<file path="src/rtl/aesl_deadlock_report_ctrl_if.sv">
// Record handshake between the deadlock sequencer and the co-simulation bench.
// The sequencer drives one status record per dataflow process; the bench answers with ready.
interface aesl_deadlock_report_ctrl_if #(
  parameter int NUM_PROC = 8,
  parameter int IDX_W    = (NUM_PROC > 1) ? $clog2(NUM_PROC) : 1
);
  logic             report_valid;
  logic             report_ready;
  logic [IDX_W-1:0] report_idx;
  logic [1:0]       report_code;
  logic             report_last;

  modport master (output report_valid, report_idx, report_code, report_last,
                  input  report_ready);
  modport slave  (input  report_valid, report_idx, report_code, report_last,
                  output report_ready);
endinterface

</file>
<file path="src/rtl/aesl_deadlock_report_ctrl.sv">
// Debounces the dataflow monitor's block flag, freezes a snapshot on confirmed deadlock,
// then streams one {blocked, idle} record per process and holds a sticky deadlock flag.
module aesl_deadlock_report_ctrl #(
  parameter int NUM_PROC    = 8,
  parameter int NUM_AXIS    = 2,
  parameter int HOLD_CYCLES = 16,
  parameter int CNT_W       = 16
) (
  input  logic                  clock,
  input  logic                  reset,
  input  logic                  enable,
  input  logic                  clear,
  input  logic                  block_in,
  input  logic [2*NUM_AXIS-1:0] axis_block_info,
  input  logic [NUM_PROC-1:0]   inst_idle_sigs,
  input  logic [NUM_PROC-1:0]   inst_block_sigs,
  aesl_deadlock_report_ctrl_if.master rpt,
  output logic                  deadlock,
  output logic [2*NUM_AXIS-1:0] axis_snapshot,
  output logic [CNT_W-1:0]      detect_cycle
);
  localparam int IDX_W = (NUM_PROC > 1) ? $clog2(NUM_PROC) : 1;

  typedef enum logic [2:0] {
    IDLE, ARMED, CONFIRM, SNAPSHOT, REPORT, HALTED
  } state_t;

  state_t                state_q;
  logic [CNT_W-1:0]      hold_q, hold_d;
  logic [CNT_W-1:0]      cyc_q, cyc_d;
  logic [IDX_W-1:0]      idx_q;
  logic                  valid_q;
  logic                  deadlock_q;
  logic [NUM_PROC-1:0]   idle_snap_q, blk_snap_q;
  logic [2*NUM_AXIS-1:0] axis_q;
  logic [CNT_W-1:0]      det_q;

  always_comb begin
    hold_d = hold_q + 1'b1;
    cyc_d  = (enable && (cyc_q != '1)) ? cyc_q + 1'b1 : cyc_q;
  end

  always_ff @(posedge clock) begin
    if (reset) begin
      state_q     <= IDLE;
      hold_q      <= '0;
      cyc_q       <= '0;
      idx_q       <= '0;
      valid_q     <= 1'b0;
      deadlock_q  <= 1'b0;
      idle_snap_q <= '0;
      blk_snap_q  <= '0;
      axis_q      <= '0;
      det_q       <= '0;
    end else begin
      cyc_q <= cyc_d;
      // enable low outranks clear, which outranks handshake progress
      if (!enable) begin
        state_q    <= IDLE;
        hold_q     <= '0;
        idx_q      <= '0;
        valid_q    <= 1'b0;
        deadlock_q <= 1'b0;
      end else begin
        case (state_q)
          IDLE: state_q <= ARMED;
          ARMED: begin
            hold_q <= '0;
            if (block_in) begin
              hold_q  <= CNT_W'(1);
              state_q <= (HOLD_CYCLES == 1) ? SNAPSHOT : CONFIRM;
            end
          end
          CONFIRM: begin
            if (!block_in) begin
              hold_q  <= '0;
              state_q <= ARMED;
            end else begin
              hold_q <= hold_d;
              if (hold_d == CNT_W'(HOLD_CYCLES)) state_q <= SNAPSHOT;
            end
          end
          SNAPSHOT: begin
            idle_snap_q <= inst_idle_sigs;
            blk_snap_q  <= inst_block_sigs;
            axis_q      <= axis_block_info;
            det_q       <= cyc_q;
            deadlock_q  <= 1'b1;
            idx_q       <= '0;
            valid_q     <= 1'b1;
            hold_q      <= '0;
            state_q     <= REPORT;
          end
          REPORT: begin
            if (clear) begin
              valid_q    <= 1'b0;
              idx_q      <= '0;
              deadlock_q <= 1'b0;
              state_q    <= ARMED;
            end else if (rpt.report_ready) begin
              if (idx_q == IDX_W'(NUM_PROC - 1)) begin
                valid_q <= 1'b0;
                idx_q   <= '0;
                state_q <= HALTED;
              end else begin
                idx_q <= idx_q + 1'b1;
              end
            end
          end
          HALTED: begin
            if (clear) begin
              deadlock_q <= 1'b0;
              state_q    <= ARMED;
            end
          end
          default: state_q <= IDLE;
        endcase
      end
    end
  end

  // Codes come only from the frozen snapshot and read as zero outside a record.
  assign rpt.report_valid = valid_q;
  assign rpt.report_idx   = idx_q;
  assign rpt.report_code  = valid_q ? {blk_snap_q[idx_q], idle_snap_q[idx_q]} : 2'b00;
  assign rpt.report_last  = valid_q && (idx_q == IDX_W'(NUM_PROC - 1));
  assign deadlock         = deadlock_q;
  assign axis_snapshot    = axis_q;
  assign detect_cycle     = det_q;
endmodule

</file>
<file path="src/flat_wrapper.sv">
// flat-port wrapper written by rule: the top's interface ports become plain ports
module aesl_deadlock_report_ctrl_flat 
#(
  parameter int NUM_PROC    = 8,
  parameter int NUM_AXIS    = 2,
  parameter int HOLD_CYCLES = 16,
  parameter int CNT_W       = 16
)
  (clock, reset, enable, clear, block_in, axis_block_info, inst_idle_sigs, inst_block_sigs, deadlock, axis_snapshot, detect_cycle, rpt_report_valid, rpt_report_idx, rpt_report_code, rpt_report_last, rpt_report_ready);
  aesl_deadlock_report_ctrl_if #(.NUM_PROC(NUM_PROC)) rpt_i ();
  input  logic clock;
  input  logic reset;
  input  logic enable;
  input  logic clear;
  input  logic block_in;
  input  logic [2*NUM_AXIS-1:0] axis_block_info;
  input  logic [NUM_PROC-1:0] inst_idle_sigs;
  input  logic [NUM_PROC-1:0] inst_block_sigs;
  output logic deadlock;
  output logic [2*NUM_AXIS-1:0] axis_snapshot;
  output logic [CNT_W-1:0] detect_cycle;
  output wire logic [$bits(rpt_i.report_valid)-1:0] rpt_report_valid;
  output wire logic [$bits(rpt_i.report_idx)-1:0] rpt_report_idx;
  output wire logic [$bits(rpt_i.report_code)-1:0] rpt_report_code;
  output wire logic [$bits(rpt_i.report_last)-1:0] rpt_report_last;
  input wire logic [$bits(rpt_i.report_ready)-1:0] rpt_report_ready;
  assign rpt_report_valid = rpt_i.report_valid;
  assign rpt_report_idx = rpt_i.report_idx;
  assign rpt_report_code = rpt_i.report_code;
  assign rpt_report_last = rpt_i.report_last;
  assign rpt_i.report_ready = rpt_report_ready;
  aesl_deadlock_report_ctrl #(.NUM_PROC(NUM_PROC), .NUM_AXIS(NUM_AXIS), .HOLD_CYCLES(HOLD_CYCLES), .CNT_W(CNT_W)) u_core (.clock(clock), .reset(reset), .enable(enable), .clear(clear), .block_in(block_in), .axis_block_info(axis_block_info), .inst_idle_sigs(inst_idle_sigs), .inst_block_sigs(inst_block_sigs), .rpt(rpt_i), .deadlock(deadlock), .axis_snapshot(axis_snapshot), .detect_cycle(detect_cycle));
endmodule
</file>
<file path="config.mk">
export PLATFORM = sky130hd
export DESIGN_NAME = aesl_deadlock_report_ctrl_flat
export DESIGN_NICKNAME = d
export VERILOG_FILES = /design/src/rtl/aesl_deadlock_report_ctrl_if.sv /design/src/rtl/aesl_deadlock_report_ctrl.sv /design/src/flat_wrapper.sv
export SDC_FILE = /design/constraint.sdc
export NUM_CORES = 1
export LEC_CHECK = 0
export ABC_CLOCK_PERIOD_IN_PS = 2100
export CELL_PAD_IN_SITES_DETAIL_PLACEMENT = 0
export CELL_PAD_IN_SITES_GLOBAL_PLACEMENT = 2
export CORE_UTILIZATION = 28
export DETAILED_ROUTE_END_ITERATION = 10
export GPL_TIMING_DRIVEN = 0
export PLACE_DENSITY = 0.86
export REMOVE_ABC_BUFFERS = 1
export SLEW_MARGIN = 20
export SYNTH_ARGS = -nofsm -noshare
export SYNTH_HDL_FRONTEND = slang
export SYNTH_SLANG_ARGS = --single-unit
</file>
<file path="constraint.sdc">
create_clock -name clock -period 2.1 [get_ports clock]
set_input_delay 0.21 -clock clock [delete_from_list [all_inputs] [get_ports clock]]
set_output_delay 0.21 -clock clock [all_outputs]
set_load 0.005 [all_outputs]
</file>
==> key figures <==
Run status
  – Status: finished, final reports clean

Synth
  – Syn Inst Count: 464
  – Synth unique cells: 53
  – Fraction of registers with async set or reset after synthesis: 0
  – Register area share after synthesis: 0.4154
  – Mapped Avg Cell Area: 7.893 µm²
  – Main synth FF type: dfxtp_1
  – Cell area after synthesis: 3662 µm²
  – YS warnings: 0
  – Number of synthesized flops with an enable pin: 0
  – Yosys reg bits: 76

Floorplanning
  – Cell Rows: 41
  – # IOs: 54
  – Die height: 116.4 µm
  – Initial core utilization: 0.2890
  – Die ar.: 13540 µm²
  – Placeable Area: 12670 µm²
  – Chip Width: 116.4 µm

Critical path
  – Critical Path RT: 2330 ps
  – Arrival time worst endpoint: 2310 ps
  – Crit-path cells: nand4_4 > or3_1 > a2111oi_2 > o221ai_2 > o41ai_2
  – Slowest cell delay on critical path: 430 ps
  – Reg2reg path depth: 5
  – Worst path slowest cell: or3_1
  – Kind of critical path: reg2reg
  – Cell family with most CP delay: compound AO/OA/AOI/OAI gates
  – CP Buf/Inv Count: 0
  – CP endpoint kind: register
  – Levels on crit path: 5
  – Crit Path Max Fanout: 10
  – Startpoint types: register

STA
  – Hold slack: 396.9 ps
  – Final Max Slew Viols: 0
  – Max_slew headroom: 0.3155
  – FMAX: 482.4 MHz
  – Setup TNS: 0 ps
  – Tcrit/Tclk final: 0.9871
  – Layout Skew: 7.506 ps
  – Slew @ Worst Pin: 1027 ps
  – Setup violations, final: 0
  – Final Hold Viols: 0
  – Final min period: 2073 ps
  – RSZ-0062 raised after global routing: yes

Cells and area
  – Area grow syn2layout: 28.46%
  – Antenna Cells: 0
  – Layout Nets: 536
  – Most common cell after layout, fill and taps aside: nand2_1
  – Layout cells sized above 1: 0.09608
  – Most frequent cells in the layout: nand2_1, dfxtp_1, a21oi_1
  – Fillers: 1343

Hold path
  – Hold Path Class: in2reg
  – Hold Crit Depth: 2

Global route
  – Gr busiest metal: met2
  – Initial antenna violation count: 0
  – GRT overflow: 0
  – Largest net degree at the start of global routing: 37
  – Met3 Use GR: 0.04255
  – Met2 global-route usage: 0.2312
  – First-pass GRT wire length: 14940 µm
  – M1 GR Usage: 0.1702
  – Vias in the first global route: 3185
  – Total track usage: 0.1386

Detailed routing
  – Drt via density: 4.821
  – Post-Route WL: 8728 µm
  – Antenna-violating nets left: 0
  – Via count: 3288
  – Drt initial violations: 83
  – DRT Pass-1 Iters: 4
  – # DRC: 0
  – Routed wire length per instance: 12.80 µm

Placed design
  – I/O Buffers: 53
  – Final GP Congestion: 0.7449
  – Final HPWL DP: 5875 µm

Pwr
  – Peak supply drop: 0.3113 mV
  – Static Leak: 1.491 nW
  – Tot Pwr: 2.985 mW
  – Pwr dens: 634.6 nW/µm²

Clock network
  – Hold buffers post-CTS: 0
  – Clock buffer depth: 2
  – Num CTS Buffers: 9
  – Clk_lat worst skew: 330 ps
  – Number of H-tree levels: 3
  – CTS tree: yes
  – Worst-path clk slew: 60 ps
  – Clock sink count: 76
  – Clk root buf: clkbuf_16

Run
  – Max_cap viols: 0
-- metrics by stage --
step	cells	utilization	cell area (µm²)	worst slack, ps
detailed placement	664	0.3438	4357	-366.1
finish	682	0.3713	4705	27.16
global route	682	0.3713	4705	-81.19
CTS	681	0.3686	4671	0.001332
global placement	660	0.3389	4294	-2855
floorplan	435	-	3548	-702.8
-- routing by layer --
layer	vias up	share of wire
met1	1519	0.47
met5	-	0
met3	6	0.053
met2	57	0.46
li1	1706	-
met4	0	0.0097
-- cell families (layout without fill, tap and decap cells) --
logic type,after synthesis,in the layout,synth area share
compound gates,103,103,0.1688
xor+xnor,17,17,0.04066
fa+ha+maj,5,5,0.01708
buf+inv,37,83,0.03929
flops,76,76,0.4154
mux,6,6,0.03041
simple gates,220,220,0.2883
-- power breakdown --
group	leakage (nW)	internal, mW	total (mW)	switching [mW]
Combinational	0.743	0.0687	0.136	0.0671
Clock	0.131	0.830	1.39	0.559
Sequential	0.617	1.45	1.46	0.0130
Total	1.49	2.35	2.99	0.639
-- what timing repair did --
item / 4_1_cts / 5_1_grt
gates cloned: 0 / 0
setup buffers: 1 / 1
pin swaps: 2 / 0
endpoints found under the hold margin: 0 / 0
endpoints found under the setup margin: 14 / 10
resized for setup: 15 / 8
-- layout make-up --
class / count / area (µm²) / area share
clock buffer: 14 / 254.0 / 0.05399
clock inverter: 2 / 10.01 / 0.002128
inverter: 8 / 30.03 / 0.006383
multi-input combinational: 351 / 2054 / 0.4367
sequential: 76 / 1534 / 0.3261
tap: 172 / 215.2 / 0.04574
timing repair buffer: 59 / 606.8 / 0.1290
-- sequential cells by signal, indices dropped and copies added (netlist names), 3 cells and up --
signal,flops
u_core.blk_snap_q,8
u_core.rpt.report_idx,3
u_core.state_q,3
u_core.hold_q,16
u_core.idle_snap_q,8
u_core.axis_snapshot,4
u_core.detect_cycle,16
u_core.cyc_q,16
-- cells in the mapped netlist, types with 2 or more instances --
library cell | count | share of area
nor3_1 | 10 | 0.014
o31ai_1 | 3 | 0.0061
a311oi_1 | 4 | 0.0096
and2_1 | 5 | 0.0085
inv_1 | 7 | 0.0072
or4_1 | 2 | 0.0041
ha_1 | 5 | 0.017
nor2b_1 | 2 | 0.0034
clkbuf_1 | 25 | 0.026
xnor2_1 | 14 | 0.033
nor3b_1 | 3 | 0.0061
nand2b_1 | 9 | 0.015
nand4_1 | 9 | 0.015
xor2_1 | 3 | 0.0072
and4_1 | 5 | 0.012
or3_1 | 7 | 0.012
and3_1 | 4 | 0.0068
nand2_1 | 94 | 0.096
nor4_1 | 8 | 0.014
a211oi_1 | 3 | 0.0061
nand3_1 | 13 | 0.018
dfxtp_1 | 76 | 0.42
a21boi_0 | 2 | 0.0041
a22oi_1 | 3 | 0.0061
nor2_1 | 41 | 0.042
or2_2 | 3 | 0.0051
o21ai_0 | 11 | 0.015
buf_2 | 3 | 0.0041
mux4_2 | 4 | 0.025
a21oi_1 | 63 | 0.086
-- path summary, 6_finish.rpt --
path / startpoint / endpoint / slack [ps]
max: u_core.hold_q[7]$_SDFFE_PP0P_ / u_core.state_q[0]$_SDFFE_PP0P_ / 30
min: reset / u_core.cyc_q[3]$_SDFFE_PP0P_ / 400
max reg2reg: u_core.hold_q[7]$_SDFFE_PP0P_ / u_core.state_q[0]$_SDFFE_PP0P_ / 30
min reg2reg: u_core.detect_cycle[12]$_SDFFE_PP0P_ / u_core.detect_cycle[12]$_SDFFE_PP0P_ / 450
Note: power is estimated with default switching activity, not from simulation.
